### src/rtl/writeback_arbiter.sv
// -----------------------------------------------------------------------------
// writeback_arbiter
//
// Shares one register-file write port between two producers:
//   * load data returning from memory. It can never be stalled, so it always
//     wins the port.
//   * ALU results. A small FIFO holds any result that loses arbitration, and
//     alu_ready pushes back on the ALU when that FIFO is full.
//
// Each cycle one source is chosen, in this fixed order: the load, then the
// FIFO head, then the incoming ALU result. An incoming ALU result can only
// skip the FIFO when the FIFO is empty. All writeback outputs are registered,
// so a chosen write appears one cycle after the cycle that chose it.
//
// Ports
//   clk, rst_n                  clock; asynchronous active-low reset
//   alu_valid/alu_rd/alu_result ALU result offer (valid/ready handshake)
//   alu_ready                   combinational; high while the FIFO has room
//   ld_valid/ld_rd/ld_data      load return (no back-pressure)
//   RegWrite, Write_Reg         register file write enable / address
//   MemToReg                    writeback mux select (1 = Read_Data)
//   Read_Data, ALU_Result       data operands for the writeback mux
//   q_count                     current ALU FIFO occupancy
// -----------------------------------------------------------------------------
module writeback_arbiter #(
  parameter int DATA_W = 32,
  parameter int REG_W  = 5,
  parameter int DEPTH  = 2
) (
  input  logic                     clk,
  input  logic                     rst_n,
  input  logic                     alu_valid,
  input  logic [REG_W-1:0]         alu_rd,
  input  logic [DATA_W-1:0]        alu_result,
  output logic                     alu_ready,
  input  logic                     ld_valid,
  input  logic [REG_W-1:0]         ld_rd,
  input  logic [DATA_W-1:0]        ld_data,
  output logic                     RegWrite,
  output logic [REG_W-1:0]         Write_Reg,
  output logic                     MemToReg,
  output logic [DATA_W-1:0]        Read_Data,
  output logic [DATA_W-1:0]        ALU_Result,
  output logic [$clog2(DEPTH):0]   q_count
);

  localparam int PTR_W = $clog2(DEPTH);
  localparam int CNT_W = PTR_W + 1;

  typedef enum logic [1:0] {
    SEL_NONE,
    SEL_LOAD,
    SEL_QUEUE,
    SEL_BYPASS
  } sel_e;

  // FIFO storage and control
  logic [REG_W-1:0]  r_q_rd   [DEPTH];
  logic [DATA_W-1:0] r_q_data [DEPTH];
  logic [PTR_W-1:0]  r_wr_ptr;
  logic [PTR_W-1:0]  r_rd_ptr;
  logic [CNT_W-1:0]  r_count;

  // Registered writeback outputs
  logic              r_reg_write;
  logic [REG_W-1:0]  r_write_reg;
  logic              r_mem_to_reg;
  logic [DATA_W-1:0] r_read_data;
  logic [DATA_W-1:0] r_alu_result;

  sel_e              w_sel;
  logic              w_accept;
  logic              w_push;
  logic              w_pop;
  logic [REG_W-1:0]  w_wb_rd;
  logic [DATA_W-1:0] w_wb_data;

  // alu_ready depends only on the current occupancy. Letting a same-cycle pop
  // raise it would create a combinational path from ld_valid to alu_ready.
  assign alu_ready = (r_count < CNT_W'(DEPTH));
  assign w_accept  = alu_valid && alu_ready;

  // NOTE: every always_comb output gets a default first so no latch is inferred.
  always_comb begin
    w_sel     = SEL_NONE;
    w_pop     = 1'b0;
    w_push    = 1'b0;
    w_wb_rd   = r_q_rd[r_rd_ptr];
    w_wb_data = r_q_data[r_rd_ptr];
    if (ld_valid) begin
      w_sel = SEL_LOAD;
    end else if (r_count != '0) begin
      w_sel = SEL_QUEUE;
      w_pop = 1'b1;
    end else if (alu_valid) begin
      // The FIFO is empty here, so alu_ready is high and the result is accepted.
      w_sel     = SEL_BYPASS;
      w_wb_rd   = alu_rd;
      w_wb_data = alu_result;
    end
    // Any accepted result that was not bypassed goes to the FIFO tail.
    w_push = w_accept && (w_sel != SEL_BYPASS);
  end

  // NOTE: sequential state uses non-blocking assignments only.
  always_ff @(posedge clk or negedge rst_n) begin
    if (!rst_n) begin
      r_wr_ptr <= '0;
      r_rd_ptr <= '0;
      r_count  <= '0;
    end else begin
      // DEPTH is a power of two, so the natural pointer overflow wraps correctly.
      if (w_push) r_wr_ptr <= r_wr_ptr + PTR_W'(1);
      if (w_pop)  r_rd_ptr <= r_rd_ptr + PTR_W'(1);
      unique case ({w_push, w_pop})
        2'b10:   r_count <= r_count + CNT_W'(1);
        2'b01:   r_count <= r_count - CNT_W'(1);
        default: r_count <= r_count;
      endcase
    end
  end

  // NOTE: FIFO storage is not reset. After a reset the pointers and the count
  // mark every entry invalid, so old contents can never be read out.
  always_ff @(posedge clk) begin
    if (w_push) begin
      r_q_rd[r_wr_ptr]   <= alu_rd;
      r_q_data[r_wr_ptr] <= alu_result;
    end
  end

  always_ff @(posedge clk or negedge rst_n) begin
    if (!rst_n) begin
      r_reg_write  <= 1'b0;
      r_write_reg  <= '0;
      r_mem_to_reg <= 1'b0;
      r_read_data  <= '0;
      r_alu_result <= '0;
    end else begin
      unique case (w_sel)
        SEL_LOAD: begin
          // A write to r0 is consumed normally but never enables the write port.
          r_reg_write  <= (ld_rd != '0);
          r_write_reg  <= ld_rd;
          r_mem_to_reg <= 1'b1;
          r_read_data  <= ld_data;
        end
        SEL_QUEUE, SEL_BYPASS: begin
          r_reg_write  <= (w_wb_rd != '0);
          r_write_reg  <= w_wb_rd;
          r_mem_to_reg <= 1'b0;
          r_alu_result <= w_wb_data;
        end
        default: begin
          // No source this cycle: drop the enable and keep the datapath stable.
          r_reg_write <= 1'b0;
        end
      endcase
    end
  end

  assign RegWrite   = r_reg_write;
  assign Write_Reg  = r_write_reg;
  assign MemToReg   = r_mem_to_reg;
  assign Read_Data  = r_read_data;
  assign ALU_Result = r_alu_result;
  assign q_count    = r_count;

endmodule
### config.mk
export PLATFORM = sky130hd
export DESIGN_NAME = writeback_arbiter
export DESIGN_NICKNAME = d
export VERILOG_FILES = /design/src/rtl/writeback_arbiter.sv
export SDC_FILE = /design/constraint.sdc
export NUM_CORES = 1
export LEC_CHECK = 0
export BUFFER_PORTS_ARGS = -buffer_cell sky130_fd_sc_hd__buf_2
export CAP_MARGIN = 15
export CORE_ASPECT_RATIO = 0.8
export CORE_MARGIN = 2
export CORE_UTILIZATION = 40
export CTS_BUF_LIST = sky130_fd_sc_hd__clkbuf_2 sky130_fd_sc_hd__clkbuf_4 sky130_fd_sc_hd__clkbuf_8
export CTS_CLUSTER_DIAMETER = 30
export DETAILED_ROUTE_END_ITERATION = 12
export SLEW_MARGIN = 25
export SYNTH_ARGS = -nofsm -noshare
export SYNTH_HDL_FRONTEND = slang
export SYNTH_SLANG_ARGS = --single-unit
### constraint.sdc
create_clock -name clk -period 3.15 [get_ports clk]
set_input_delay 0.1575 -clock clk [delete_from_list [all_inputs] [get_ports clk]]
set_output_delay 0.1575 -clock clk [all_outputs]
set_load 0.02 [all_outputs]
==> results.yml <==
floorplan:
  floorplan.die.width_um: 139
  initial_utilization_pct: 40.8
  dieHeight_um: 112
  die-area_um2: 15500
  placeableCoreArea_um2: 14200
  io_pins: 152
  core.rowCount: 39
clock_network:
  post_cts_hold_buffer_count: 71
  worst_setup_hold_path_clk_slew_ns: 0.08
  later_pin_clock_latency_in_the_skew_report_ns: 0.44
  cts.repair.resized: 0
  htreeDepth: 4
  cts-root-to-sink-buffers: 2
  buffers_inserted_during_post_cts_setup_optimization: 0
  cts_made_buffers: 17
  cts_tree: "built"
  clk_root_buffer_cell: "sky130_fd_sc_hd__clkbuf_8"
  cts_sinks: 149
global_routing:
  antenna_violations_before_repair: 0
  maximum_number_of_pins_on_one_net_before_global_route_repair: 76
  global_route.usage.total_pct: 17.9
  grt_pass1_wl_um: 21600
  grt-ovfl-total: 0
  first_global_vias: 4257
worst_setup_path:
  path_class: "flip-flop to flip-flop"
  worstPathArrival_ns: 2.30
  cp-start-kind: "flip-flop"
  crit_path_max_fanout: 26
  critical_path.endpoint_type: "flip-flop"
  worst_r2r_path_depth: 3
  critical_path_required_ns: 3.24
routing:
  number_of_vias_per_cell: 4.84
  route.detailed.wl_per_inst_um: 16.2
  drtPass1Iterations: 4
  finalWirelength_um: 13100
  drt_drc_violations_left: 0
  final_antenna_net_count: 0
  detailroute.via_count: 3922
  first_iter_violations: 173
sta:
  worst_pin_slew_ns: 0.722
  hold_viol: 0
  timing.setup.tns_ns: 0
  max_freq_mhz: 453
  slew-limit-headroom_pct: 51.8
  timing.final.setup_violations: 0
  final_slew_viol_count: 0
  final_min_period_over_clock_period_pct: 70.1
  grt_setup_unrepaired: "false"
  final.setup_skew_ns: 0.0124
  finalCriticalPeriod_ns: 2.21
min_path:
  min_path_type: "primary input to flip-flop"
  whs_path_depth: 3
power:
  ir_worst_vdd_mv: 0.430
  power.density_cell_area_nw_per_um2: 774
  overall_power_of_the_completed_layout_uw: 6170
  p_leak_uw: 0.00331
run:
  cap_violations: 0
synthesis:
  async_reset_ff_share_pct: 50.3
  synth_enable_flop_cells: 74
  synthesized_instance_count: 387
  synth_sequential_area_ratio_pct: 70.5
  synthesis.yosys.warnings: 0
  netlist_area_pre_place_um2: 5810
  yosys.cell_types.count: 33
  synth_area_per_cell_um2: 15.0
  synth_fp_nets: 466
  ys_dominant_reg_cell: "sky130_fd_sc_hd__dfrtp_1"
  synth-seq-cells: 149
final_layout:
  layout_commonest_cell: "sky130_fd_sc_hd__buf_2"
  n_diodes: 0
  area_growth_pct: 37.0
  fillerInstances: 1205
  post_route_cells_drive_above_1_share_pct: 42.5
  finish.net_count: 692
  layout_common_cells: "150 x sky130_fd_sc_hd__buf_2, 74 x sky130_fd_sc_hd__dfrtp_1, 74 x sky130_fd_sc_hd__edfxtp_1"
placement:
  detailed_place_hpwl_um: 8350
  gpl.final_weighted_congestion: 0.794
  io_buffer_count: 151
run_status:
  outcome: "finished clean"
cell usage after synthesis, drive strengths merged, types with 2 or more instances:
library cell / count / area, µm²
buf: 7 / 43.8
clkbuf: 17 / 63.8
o32ai: 2 / 17.5
nand2: 37 / 139
inv: 6 / 22.5
nand3: 2 / 10.0
mux2: 66 / 747
dfrtp: 75 / 1880
xnor2: 4 / 35.0
o22ai: 32 / 200
mux2i: 6 / 60.1
o21ai: 35 / 175
o211ai: 2 / 15.0
nor2: 7 / 26.3
edfxtp: 74 / 2220
routing by layer:
metal	global-route usage [%]	up-vias	routed length, µm
met5	0	-	0
met4	5.52	0	142
met3	5.59	10	815
met2	28.5	110	6160
met1	23.7	1908	6000
li1	-	1894	-
worst max-delay path: stages, from the launching register on:
cell	delay, ns
sky130_fd_sc_hd__dfrtp_1	0.68
sky130_fd_sc_hd__o211ai_1	0.35
sky130_fd_sc_hd__nor2_4	0.40
sky130_fd_sc_hd__buf_4	0.43
final timing paths:
| kind | start | endpoint | slack, ns |
|---|---|---|---|
| worst max register to register | q_count[0]$_DFFE_PN0P_ | r_q_data[1][21]$_DFFE_PP_ | 0.94 |
| worst max-delay path | q_count[0]$_DFFE_PN0P_ | r_q_data[1][21]$_DFFE_PP_ | 0.94 |
| max in group asynchronous | rst_n | r_rd_ptr$_DFFE_PN0P_ | 2.29 |
| worst min-delay path | ld_rd[4] | RegWrite$_DFF_PN0_ | 0.04 |
| worst min register to register | ALU_Result[0]$_DFFE_PN0N_ | ALU_Result[0]$_DFFE_PN0N_ | 0.48 |
| min in group asynchronous | rst_n | ALU_Result[3]$_DFFE_PN0N_ | 0.30 |
kinds of logic after synthesis:
family,count (synthesis),synth area share (%)
buffers and inverters,30,2.24
XOR/XNOR,5,0.754
AO/OA/AOI/OAI,78,8.40
AND/OR/NAND/NOR,52,3.96
flip-flops,149,70.5
multiplexers,72,13.9
adder cells (fa/ha/maj),1,0.215
report_power, final:
part / internal, µW / leakage (µW) / switching [µW] / total, µW
combinational: 753 / 0.00152 / 1070 / 1820
clock: 902 / 0.000212 / 696 / 1600
sequential: 2490 / 0.00158 / 251 / 2740
flip-flops by register name, summed over array words and instances (netlist names):
| signal | count |
|---|---|
| r_q_rd | 10 |
| RegWrite | 1 |
| Write_Reg | 5 |
| r_wr_ptr | 1 |
| q_count | 2 |
| r_q_data | 64 |
| Read_Data | 32 |
| MemToReg | 1 |
| ALU_Result | 32 |
| r_rd_ptr | 1 |
per-stage QoR:
stage | utilization [%] | instance area [µm²] | cells | setup WS [ns] | hold WS, ns
floorplan | - | 5810 | 387 | 0.114 | -0.138
global placement | 47.7 | 6800 | 706 | 0.901 | 0.363
detailed placement | 47.7 | 6800 | 706 | 0.896 | 0.364
CTS | 55.8 | 7950 | 809 | 0.868 | 0.000574
global route | 55.9 | 7960 | 810 | 0.728 | 0.0234
finish | 55.9 | 7960 | 810 | 0.941 | 0.0426
area by class of cell:
class                           count  area [µm²]  share of cell area [%]
Inverter                            6        22.5                   0.283
Timing Repair Buffer              231        1540                    19.4
Clock inverter                     12         178                    2.23
Multi-Input combinational cell    208        1630                    20.4
Tap cell                          184         230                    2.89
Clock buffer                       20         263                    3.30
Sequential cell                   149        4100                    51.5
Note: power is estimated with default switching activity, not from simulation.
